## src/rtl/phys_reg_freelist_if.sv

```systemverilog
// rtl/phys_reg_freelist_if.sv - dispatch/retire/recover bundle of phys_reg_freelist
// FREELIST_ERR_EN adds the sticky fl_err flag to the bundle.
interface phys_reg_freelist_if #(
  parameter int N_WAY    = 2,
  parameter int PR_BITS  = 6,
  parameter int CNT_BITS = 5
);
  logic [N_WAY-1:0]         alloc_req;
  logic [N_WAY*PR_BITS-1:0] pr_freelist;
  logic                     alloc_grant;
  logic                     stall;
  logic [N_WAY-1:0]         free_valid;
  logic [N_WAY*PR_BITS-1:0] free_pr;
  logic [N_WAY-1:0]         retire_alloc;
  logic                     recover;
  logic [CNT_BITS-1:0]      free_count;
`ifdef FREELIST_ERR_EN
  logic                     fl_err;
`endif

  modport master (
    output alloc_req, free_valid, free_pr, retire_alloc, recover,
    input  pr_freelist, alloc_grant, stall, free_count
`ifdef FREELIST_ERR_EN
    , input fl_err
`endif
  );

  modport slave (
    input  alloc_req, free_valid, free_pr, retire_alloc, recover,
    output pr_freelist, alloc_grant, stall, free_count
`ifdef FREELIST_ERR_EN
    , output fl_err
`endif
  );
endinterface

```

## src/rtl/phys_reg_freelist.sv

```systemverilog
// rtl/phys_reg_freelist.sv - circular freelist of physical register tags with mispredict rewind
// FREELIST_ERR_EN adds a sticky fl_err flag for protocol violations.
module phys_reg_freelist #(
  parameter int NUM_PR    = 64,
  parameter int ARCH_REGS = 32,
  parameter int N_WAY     = 2,
  parameter int PR_BITS   = $clog2(NUM_PR),
  parameter int FL_DEPTH  = NUM_PR - ARCH_REGS - 1,
  parameter int CNT_BITS  = $clog2(FL_DEPTH + 1)
) (
  input logic clock,
  input logic reset,
  phys_reg_freelist_if.slave fl
);
  localparam int PTR_BITS = $clog2(FL_DEPTH);
  localparam int W = CNT_BITS + 1;
  localparam logic [W-1:0] DEPTH = W'(FL_DEPTH);

  logic [PR_BITS-1:0]  entries [FL_DEPTH];
  logic [PTR_BITS-1:0] head, tail, head_next, tail_next;
  logic [CNT_BITS-1:0] count, inflight, count_next, inflight_next;

  logic [N_WAY*PR_BITS-1:0] lanes;
  logic [W-1:0]        req_cnt, free_cnt, ret_cnt, granted, inflight_ret, sum;
  logic                grant;
  logic [N_WAY-1:0]    wr_en;
  logic [PTR_BITS-1:0] wr_idx [N_WAY];

  // Pointers wrap by compare so FL_DEPTH need not be a power of two.
  function automatic logic [PTR_BITS-1:0] ptr_add(input logic [PTR_BITS-1:0] p, input logic [W-1:0] n);
    logic [W-1:0] s;
    s = W'(p) + n;
    if (s >= DEPTH) s = s - DEPTH;
    return PTR_BITS'(s);
  endfunction

  function automatic logic [PTR_BITS-1:0] ptr_sub(input logic [PTR_BITS-1:0] p, input logic [W-1:0] n);
    logic [W-1:0] s;
    if (W'(p) >= n) s = W'(p) - n;
    else            s = W'(p) + DEPTH - n;
    return PTR_BITS'(s);
  endfunction

`ifdef FREELIST_ERR_EN
  logic err_event, err_q;
`endif

  always_comb begin
    lanes    = '0;
    req_cnt  = '0;
    free_cnt = '0;
    ret_cnt  = '0;
    wr_en    = '0;
`ifdef FREELIST_ERR_EN
    err_event = 1'b0;
`endif
    for (int n = 0; n < N_WAY; n++) begin
      lanes[n*PR_BITS +: PR_BITS] = entries[ptr_add(head, req_cnt)];
      if (fl.alloc_req[n]) req_cnt = req_cnt + W'(1);
      if (fl.retire_alloc[n]) ret_cnt = ret_cnt + W'(1);
    end
    // Frees are packed at tail in lane order; PR0 and overflow lanes are dropped.
    for (int n = 0; n < N_WAY; n++) begin
      wr_idx[n] = ptr_add(tail, free_cnt);
      if (fl.free_valid[n]) begin
        if (fl.free_pr[n*PR_BITS +: PR_BITS] == '0 || W'(count) + free_cnt >= DEPTH) begin
`ifdef FREELIST_ERR_EN
          err_event = 1'b1;
`endif
        end else begin
          wr_en[n] = 1'b1;
          free_cnt = free_cnt + W'(1);
        end
      end
    end

    grant   = !fl.recover && (req_cnt <= W'(count));
    granted = grant ? req_cnt : '0;

    if (W'(inflight) >= ret_cnt) begin
      inflight_ret = W'(inflight) - ret_cnt;
    end else begin
      inflight_ret = '0;
`ifdef FREELIST_ERR_EN
      err_event = 1'b1;
`endif
    end

    tail_next = ptr_add(tail, free_cnt);
    if (fl.recover) begin
      head_next     = ptr_sub(head, inflight_ret);
      sum           = W'(count) + inflight_ret + free_cnt;
      inflight_next = '0;
    end else begin
      head_next     = ptr_add(head, granted);
      sum           = W'(count) - granted + free_cnt;
      inflight_next = CNT_BITS'(inflight_ret + granted);
    end
    count_next = CNT_BITS'(sum);
  end

  always_ff @(posedge clock) begin
    if (reset) begin
      head     <= '0;
      tail     <= '0;
      count    <= CNT_BITS'(FL_DEPTH);
      inflight <= '0;
      for (int i = 0; i < FL_DEPTH; i++) entries[i] <= PR_BITS'(ARCH_REGS + 1 + i);
    end else begin
      head     <= head_next;
      tail     <= tail_next;
      count    <= count_next;
      inflight <= inflight_next;
      for (int n = 0; n < N_WAY; n++)
        if (wr_en[n]) entries[wr_idx[n]] <= fl.free_pr[n*PR_BITS +: PR_BITS];
    end
  end

`ifdef FREELIST_ERR_EN
  always_ff @(posedge clock) begin
    if (reset)          err_q <= 1'b0;
    else if (err_event) err_q <= 1'b1;
  end
  assign fl.fl_err = err_q;
`endif

  assign fl.pr_freelist = lanes;
  assign fl.alloc_grant = grant;
  assign fl.stall       = |fl.alloc_req && !grant && !fl.recover;
  assign fl.free_count  = count;
endmodule
```

## src/flat_wrapper.sv

```systemverilog
// flat-port wrapper written by rule: the top's interface ports become plain ports
module phys_reg_freelist_flat 
#(
  parameter int NUM_PR    = 64,
  parameter int ARCH_REGS = 32,
  parameter int N_WAY     = 2,
  parameter int PR_BITS   = $clog2(NUM_PR),
  parameter int FL_DEPTH  = NUM_PR - ARCH_REGS - 1,
  parameter int CNT_BITS  = $clog2(FL_DEPTH + 1)
)
  (clock, reset, fl_alloc_req, fl_free_valid, fl_free_pr, fl_retire_alloc, fl_recover, fl_pr_freelist, fl_alloc_grant, fl_stall, fl_free_count);
  phys_reg_freelist_if #(.N_WAY(N_WAY), .PR_BITS(PR_BITS), .CNT_BITS(CNT_BITS)) fl_i ();
  input logic clock;
  input logic reset;
  input wire logic [$bits(fl_i.alloc_req)-1:0] fl_alloc_req;
  input wire logic [$bits(fl_i.free_valid)-1:0] fl_free_valid;
  input wire logic [$bits(fl_i.free_pr)-1:0] fl_free_pr;
  input wire logic [$bits(fl_i.retire_alloc)-1:0] fl_retire_alloc;
  input wire logic [$bits(fl_i.recover)-1:0] fl_recover;
  output wire logic [$bits(fl_i.pr_freelist)-1:0] fl_pr_freelist;
  output wire logic [$bits(fl_i.alloc_grant)-1:0] fl_alloc_grant;
  output wire logic [$bits(fl_i.stall)-1:0] fl_stall;
  output wire logic [$bits(fl_i.free_count)-1:0] fl_free_count;
  assign fl_i.alloc_req = fl_alloc_req;
  assign fl_i.free_valid = fl_free_valid;
  assign fl_i.free_pr = fl_free_pr;
  assign fl_i.retire_alloc = fl_retire_alloc;
  assign fl_i.recover = fl_recover;
  assign fl_pr_freelist = fl_i.pr_freelist;
  assign fl_alloc_grant = fl_i.alloc_grant;
  assign fl_stall = fl_i.stall;
  assign fl_free_count = fl_i.free_count;
  phys_reg_freelist #(.NUM_PR(NUM_PR), .ARCH_REGS(ARCH_REGS), .N_WAY(N_WAY), .PR_BITS(PR_BITS), .FL_DEPTH(FL_DEPTH), .CNT_BITS(CNT_BITS)) u_core (.clock(clock), .reset(reset), .fl(fl_i));
endmodule
```

## config.mk

```make
export PLATFORM = sky130hd
export DESIGN_NAME = phys_reg_freelist_flat
export DESIGN_NICKNAME = d
export VERILOG_FILES = /design/src/rtl/phys_reg_freelist_if.sv /design/src/rtl/phys_reg_freelist.sv /design/src/flat_wrapper.sv
export SDC_FILE = /design/constraint.sdc
export NUM_CORES = 1
export LEC_CHECK = 0
export ABC_AREA = 1
export CAP_MARGIN = 10
export CORE_MARGIN = 3
export CORE_UTILIZATION = 37
export DETAILED_ROUTE_END_ITERATION = 12
export SYNTH_ARGS = -nofsm -noshare
export SYNTH_HDL_FRONTEND = slang
export SYNTH_SLANG_ARGS = --single-unit
```

## constraint.sdc

```tcl
create_clock -name clock -period 5.1 [get_ports clock]
set_clock_uncertainty 0.15 [all_clocks]
set_input_delay 1.53 -clock clock [delete_from_list [all_inputs] [get_ports clock]]
set_output_delay 1.53 -clock clock [all_outputs]
set_load 0.01 [all_outputs]
```

Word-level counts from Yosys, hierarchy flattened
Memory sizes are Yosys's and may differ from the RTL's.
Index checks and enable logic that the tools add are counted.
{ "totals": {"ff_bits": 20, "rom_bits": 0, "out_inout_bits": 19, "in_bits": 21, "n_memories": 1, "mem_bits_rw": 186, "latch_bits": 0, "wordCells": 89} }
{ "memory_table": {"columns": ["name", "depth", "word_bits", "rd", "rd_clocked_by_memory_dff", "wr", "line", "source"], "rows": [
  ["u_core.entries", 31, 6, 2, 0, 31, "phys_reg_freelist.sv:19", "logic [PR_BITS-1:0] entries [FL_DEPTH];"]
]} }
{ "classes": {"div_mod_pow": 0, "mul": 0, "n_mux": 37, "n_eq_ne": 0, "shifts": 0, "n_lt_le_gt_ge": 11, "n_bitwise": 0, "addsub": 23, "reduce_logical": 13} }
{ "op_table": {"columns": ["operator", "n"], "rows": [
  ["$mux W5", 11],
  ["$mux W6", 9],
  ["$ge A6 B5 Y1 const B", 5],
  ["$sub A5 B5 Y5 const B", 6],
  ["$add A5 B6 Y6", 4],
  ["$add A5 B5 Y5", 4],
  ["$mux W1", 17],
  ["$ge A5 B5 Y1 const B", 3],
  ["$sub A5 B5 Y5", 3],
  ["$ge A5 B6 Y1", 2],
  ["$logic_not A6 Y1", 2],
  ["$reduce_or A6 Y1", 2],
  ["$add A5 B1 Y6", 1],
  ["$add A6 B1 Y6 const B", 1],
  ["$le A6 B5 Y1", 1],
  ["$sub A5 B6 Y6", 1],
  ["$add A5 B5 Y5 const B", 1],
  ["$add A1 B1 Y2 const B", 2],
  ["$reduce_or A2 Y1", 2],
  ["$logic_and A1 B1 Y1", 3],
  ["$logic_not A1 Y1", 2],
  ["$logic_or A1 B1 Y1", 2]
]} }

Depth between registers and ports, before layout
Gate-level depths: netlist of the first run.
{ "depth": {"ltp_word": 14, "ltp_mapped": 27, "mapped_depth_nobuf": 26} }

Worst setup path before layout of the first run
Ideal clock, no wire load.
{ "synth_timing": {"kind": "input-to-output", "start": "in fl_alloc_req[0]", "end": "out fl_pr_freelist[10]", "stages": 15, "required_ns": 3.420, "arrival_ns": 3.705, "setup_slack_ns": -0.285, "path_buffers": 1, "path_cell_list": "ha_1 > ha_1 > ha_1 > inv_1 > nor2_1 > nand3_1 > nand2_2 > nand2_2 > nor3_2 > xnor2_1 > clkbuf_1 > nand3_1 > nand2_1 > nand2_1 > nand2_1"} }
{ "synth_via": {"elab_chain_len": 5, "elab_cells_between_ends": 6, "cone_classes": "2 x add/sub; 1 x order compare; 2 x mux; 1 x memory"} }
{ "synth_lines": {"columns": ["element", "line", "source"], "rows": [
  ["start, declared", "flat_wrapper.sv:15", "input wire logic [$bits(fl_i.alloc_req)-1:0] fl_alloc_req;"],
  ["$mux W1 *", "phys_reg_freelist.sv:59", "if (fl.alloc_req[n]) req_cnt = req_cnt + W'(1);"],
  ["$add A5 B1 Y6 *", "phys_reg_freelist.sv:32", "s = W'(p) + n;"],
  ["$sub A5 B5 Y5 / $ge A6 B5 Y1 (equally long branches)", "phys_reg_freelist.sv:33", "if (s >= DEPTH) s = s - DEPTH;"],
  ["$mux W5 *", "phys_reg_freelist.sv:33", null],
  ["$mem_v2 Z31 W6 *", null, null],
  ["end, declared", "flat_wrapper.sv:20", "output wire logic [$bits(fl_i.pr_freelist)-1:0] fl_pr_freelist;"]
]} }
Every way passes the cells marked *; elsewhere a longest branch is shown, timed or not.

Worst setup path after layout of the first run
{ "layout_timing": {"start": "in fl_alloc_req[0]", "end": "out fl_pr_freelist[8]"} }
The elaborated chain is that of the path after synthesis.

==> results.cfg, run 1 <==
[pwr]
power.density_nw_per_um2 = 531.9
total_power_mw = 11.40
peakVddDrop_uv = 375.0
p_leak_nw = 9.856

[timing]
slew_violations = 0
final-setup-viol-count = 9
finalSetupTns_ns = -3.061
setup_slack_ns = -0.4622
hold_viol = 0
finalCritPeriodShare = 1.091
worstMarginPinSlew_ns = 0.9877
max_freq_mhz = 179.8
slew_headroom = 0.3408
rsz0062_at_grt = yes
fin_crit_ns = 5.562

[clocking]
cts_tree = yes
clock_path_buffers = 3
htreeDepth = 1
numCtsBuffers = 26
path_clk_slew_ns = 0.06
cts-hold-fix-buffers = 0
clock-sinks = 212
cts-root-buf = clkbuf_16
clk_latency_ns = 0.55

[floorplan]
dieArea_um2 = 48010
row_count = 77
initial_utilization = 0.3775
fp.dieH_um = 219.1
core_area_um2 = 44510
die_w_um = 219.1
num_io_pins = 40

[synthesis]
synthTopCellsByArea = edfxtp_1 34%, nand2_1 16%, nand3_1 14%, inv_1 6.5%, o21ai_0 4.9%
synthFlopType = edfxtp_1
synth_area_um2 = 16800
synthSimpleGateAreaFrac = 0.3507
synth_top_area_cell = edfxtp_1
synth_xor_xnor_area_share = 0.01556
synthMuxAreaShare = 0
syn_inst = 2415
synth_fa_ha_area_frac = 0.04810
ys_top_cells_by_count = 708 x nand2_1, 484 x nand3_1, 292 x inv_1, 192 x edfxtp_1, 164 x o21ai_0
synth.yosys.seq_area_share = 0.3669
synthArstFlopShare = 0
synth_most_common_cell = nand2_1
synth.distinct_cells = 43
synth_compound_area_frac = 0.1095
ys_ff_latch = 212
yosysTopAreaCellShare = 0.3431
synth_nets = 2494
synth_top_family_by_area = simple AND/OR/NAND/NOR gates
synth_edf_count = 192
ys_warn_count = 0
syn_area_per_cell_um2 = 6.958

[drt]
drtAntennaViolNets = 0
drtIter0Drc = 2497
wl_per_cell_um = 21.19
viasPerCell = 5.621
dr.pass1.iters = 8
num_vias = 18039
drc = 0
routed_wl_mm = 68.01

[run_status]
outcome = finished, violations left
violations = setup timing

[worst_setup_path]
r2r-start = u_core.fl.free_count[2]
reg2reg_to = u_core.tail[4]
end_kind = output pin
rrSetupSlack_ns = 0.63
required_ns = 3.42
path_max_fanout = 7
path_class = in2out
r2r_cells = 24
worstPathArrival_ns = 3.88
cp-start-kind = input pin
startpoint = fl_alloc_req[0]

[layout]
final_nets = 2676
synthToLayoutAreaGrowth_pct = 27.57
multiInputGateArea_um2 = 9374
register_area_um2 = 6171
instances_no_fill = 3209
num_antenna_cells = 0
drive_gt1_frac = 0.1823
fillers = 4376

[hold_path]
hold_path_end = u_core.inflight[4]
worstHoldPathCells = 3
min_from = u_core.inflight[3]
hold_path.class = reg2reg

[global_route]
grt-ovfl-total = 0
grt_max_degree = 51
grt_pass1_vias = 16722
antenna_found_initial = 0
grt_first_pass_wirelength_mm = 101.0
track_usage = 0.2751

[place]
io_buffers = 39
gp_congestion = 1.025
dp_cells = 3118
hpwl_mm = 45.20

[flow_run]
cap_viol_max_count = 0
-- worst max-delay path, stage by stage --
cell	delay, ns
buf_8	0.10
ha_4	0.16
ha_4	0.28
ha_4	0.13
inv_2	0.04
nor2_4	0.10
nand3_4	0.10
buf_6	0.13
nand3_4	0.11
buf_12	0.14
buf_12	0.14
buf_16	0.16
nand3_4	0.08
nand2_2	0.07
nand2_2	0.06
nand3_4	0.08
nand3_2	0.09
nand2_2	0.10
nand2_2	0.06
nand2_2	0.10
buf_6	0.10
-- how the worst max path moves through the flow --
stage | cells after the start | end | slack [ns]
after floorplan | 15 | fl_pr_freelist[10] | -0.03
after global placement | 19 | fl_pr_freelist[9] | -1.29
after detailed placement | 19 | fl_pr_freelist[9] | -1.34
after CTS | 21 | fl_pr_freelist[7] | -0.48
after global routing | 21 | fl_pr_freelist[8] | -0.57
final | 21 | fl_pr_freelist[8] | -0.46
-- power breakdown --
group | total (mW) | internal, mW | leakage (nW) | switching, mW
clock | 1.91 | 1.12 | 0.421 | 0.792
combinational | 7.32 | 3.11 | 7.68 | 4.21
sequential | 2.17 | 2.03 | 1.75 | 0.148
total | 11.4 | 6.25 | 9.86 | 5.15
-- metal layers --
layer | vias to the layer above | routed length (µm) | part of all wire | global-route usage
met5 | - | 0 | 0 | 0
met4 | 0 | 3005 | 0.044 | 0.1078
met3 | 194 | 8024 | 0.12 | 0.04625
met2 | 1115 | 29940 | 0.44 | 0.4285
met1 | 8336 | 27040 | 0.40 | 0.3817
li1 | 8394 | - | - | -
-- timing repair --
item                       4_1_cts  5_1_grt
gates resized for setup        103       80
setup buffers                   20        7
gates cloned                    11        5
setup endpoints to repair       18      389
pin swaps                       22       46
-- cells by family after synthesis --
kind of cell,count (synthesis)
compound gates,311
xor+xnor,29
fa+ha+maj,58
buf+inv,456
flops,212
simple gates,1349
-- layout by cell type, fill, tap and decap left out, types with 9 or more instances in the layout --
cell             count
nand2_1            677
nand3_1            447
inv_1              287
buf_4              221
edfxtp_1           192
o21ai_0            155
nor2_1              98
o211ai_1            98
nand2_2             42
ha_1                39
nand3_2             34
clkbuf_16           31
buf_12              26
a21oi_1             23
dfxtp_1             18
clkdlybuf4s50_1     17
xor2_1              14
o21ai_1             13
xnor2_1             11
inv_2               11
fa_1                11
buf_6               10
buf_16               9
-- per-stage QoR --
stage	instance area, µm²	utilization	hold WS [ns]	setup WS [ns]
6_report	21440	0.4816	0.5138	-0.4622
5_1_grt	21440	0.4816	0.5723	-0.5727
4_1_cts	20980	0.4714	0.5069	-0.4764
3_5_place_dp	19370	0.4353	0.4964	-1.342
3_3_place_gp	19370	0.4353	0.4913	-1.291
2_1_floorplan	16930	-	0.4438	-0.03284
-- flip-flops by register name, indices dropped and copies added, names as in the netlist --
register / count
u_core.entries: 192
u_core.fl.free_count: 5
u_core.head: 5
u_core.inflight: 5
u_core.tail: 5
-- layout make-up --
| cell class | instances | share of cell area |
|---|---|---|
| clock buffer | 28 | 0.03170 |
| clock inverter | 20 | 0.008697 |
| inverter | 301 | 0.05294 |
| multi-input combinational | 1747 | 0.4373 |
| sequential | 212 | 0.2879 |
| tap | 592 | 0.03456 |
| timing repair buffer | 309 | 0.1469 |
Power figures use the tool's default switching activity.
==> inputs of run 2 (changes only) <==
--- a/config.mk
+++ b/config.mk
@@ -7,6 +7,7 @@
 export LEC_CHECK = 0
 export ABC_AREA = 1
 export CAP_MARGIN = 10
+export CORE_ASPECT_RATIO = 0.75
 export CORE_MARGIN = 3
 export CORE_UTILIZATION = 37
 export DETAILED_ROUTE_END_ITERATION = 12
==> results.cfg, run 2 (same netlist as run 1, synthesis figures left out) <==
[flow_run]
cap_viol_max_count = 0

[layout]
drive_gt1_frac = 0.1944
fillers = 4305
synthToLayoutAreaGrowth_pct = 29.53
final_nets = 2686
final_common_cell = nand2_1
largest_reg_flops = 192
num_antenna_cells = 0
register_area_um2 = 6167
multiInputGateArea_um2 = 9534
layout_common_cells = 658 x nand2_1, 430 x nand3_1, 288 x inv_1
design_area_um2 = 21770
top_register = u_core.entries

[pwr]
netSwitchingFraction = 0.4607
power.share.combinational = 0.661
peakVddDrop_uv = 242.0
p_leak_nw = 9.885
seq_power_share = 0.187
power.density_nw_per_um2 = 536.6
p_clk_frac = 0.153
intPower_mw = 6.299
switchingPower_mw = 5.380

[timing]
slew_violations = 0
max_freq_mhz = 178.8
worstMarginPinSlew_ns = 1.074
setup_slack_ns = -0.4942
rsz0062_at_grt = yes
fin_crit_ns = 5.594
finalCritPeriodShare = 1.097
final-setup-viol-count = 12
slew_headroom = 0.2835
hold_viol = 0

[place]
io_buffers = 39
gp_congestion = 1.011
pre_cts_ws_ns = -1.334
hpwl_mm = 49.94
post_dp_cell_area_um2 = 19510

[worst_setup_path]
r2r_cells = 22
worstPathArrival_ns = 3.91
path_class = in2out
cp-start-kind = input pin
required_ns = 3.42
path_max_fanout = 8
end_kind = output pin

[global_route]
antenna_found_initial = 2
grt-ovfl-total = 0
met3_usage = 0.1117
use_met2 = 0.4007
busiest_layer = met1
track_usage = 0.2977
grt_max_degree = 49
grt_first_pass_wirelength_mm = 106.8
met1_usage = 0.4348
grt_pass1_vias = 16600

[clocking]
cts_tree = yes
clock_path_buffers = 3
numCtsBuffers = 25
cts-root-buf = clkbuf_16
clock-sinks = 212
cts-hold-fix-buffers = 0
clk_latency_ns = 0.58
htreeDepth = 1
path_clk_slew_ns = 0.06

[drt]
dr.pass1.iters = 7
viasPerCell = 5.744
drtIter0Drc = 3198
num_vias = 18386
routed_wl_mm = 72.90
drtAntennaViolNets = 0
wl_per_cell_um = 22.77
drc = 0

[floorplan]
core_area_um2 = 44100
initial_utilization = 0.3811
die_w_um = 252.1
row_count = 66
num_io_pins = 40
fp.dieH_um = 190.6
dieArea_um2 = 48030

[hold_path]
hold_path.class = reg2reg
worstHoldPathCells = 3

[run_status]
outcome = finished, violations left
violations = setup timing
-- run 2: cell count changes in the layout (fill, tap and decap cells not counted), sizes merged --
cell           change
clkinvlp           +2
clkdlybuf4s50      +4
buf               +15
clkdlybuf4s15      +1
clkbuf             -4
bufinv             -1
clkinv             -5
bufbuf             -3
inv                -1
dlymetal6s2s       -5
dlygate4sd2        +3
-- run 2: timing repair --
action	CTS	global route
cloned	17	2
pin swaps	49	49
setup buffers	22	5
resized for setup	147	80
setup endpoints to repair	16	18
-- run 2: worst paths after layout --
| kind | startpoint | endpoint | slack, ns |
|---|---|---|---|
| worst max-delay path | fl_alloc_req[0] | fl_pr_freelist[8] | -0.49 |
| worst min-delay path | u_core.inflight[3] | u_core.inflight[4] | 0.52 |
| worst max register to register | u_core.fl.free_count[2] | u_core.tail[3] | 0.67 |
| worst min register to register | u_core.inflight[3] | u_core.inflight[4] | 0.52 |
-- run 2: power by group through the flow --
stage	registers, mW	logic (mW)	clock network [mW]
after floorplan	2.15	3.65	0
after global placement	2.20	6.09	0
after detailed placement	2.20	6.14	0
after CTS	2.17	7.12	1.79
after global routing	2.19	8.22	1.86
final	2.18	7.72	1.78
-- run 2: through the flow --
step,power [mW],utilization,setup TNS [ns],instances,hold slack (ns)
after floorplan,5.798,-,-0.1565,2415,0.4438
after global placement,8.287,0.4423,-58.92,3112,0.4839
after detailed placement,8.337,0.4423,-84.21,3112,0.5030
after CTS,11.09,0.4841,-3.729,3194,0.5136
after global routing,12.27,0.4936,-5.505,3201,0.5506
final,11.68,0.4936,-4.177,3201,0.5225
-- run 2: layout make-up --
class                   instances  share of cell area
repair buffers                319              0.1572
clock inverters                14            0.006266
clock buffers                  29             0.02943
multi-input cells            1747              0.4380
well taps                     578             0.03323
inverters                     301             0.05231
flip-flops and latches        212              0.2833
repair inverters                1           0.0002299
-- run 2: critical path: stages --
cell and delay (ns):
buf_8 0.10, ha_4 0.16, ha_4 0.27, ha_4 0.13
inv_2 0.04, nor2_4 0.10, nand3_4 0.10, buf_6 0.13
nand3_4 0.09, buf_12 0.12, nand2_8 0.07, buf_12 0.17
buf_12 0.15, nand2_1 0.06, nand2_1 0.07, nand2_1 0.09
nand3_2 0.08, nand3_4 0.11, nand2_2 0.05, nand2_1 0.07
nand2_2 0.07, buf_6 0.12
-- run 2: per-layer routing --
layer / vias to the layer above / wire length, µm / part of all wire
li1: 8439 / - / -
met2: 1316 / 27870 / 0.38
met3: 224 / 11960 / 0.16
met4: 2 / 2837 / 0.039
met1: 8405 / 30230 / 0.41
met5: - / 13 / 0.00018
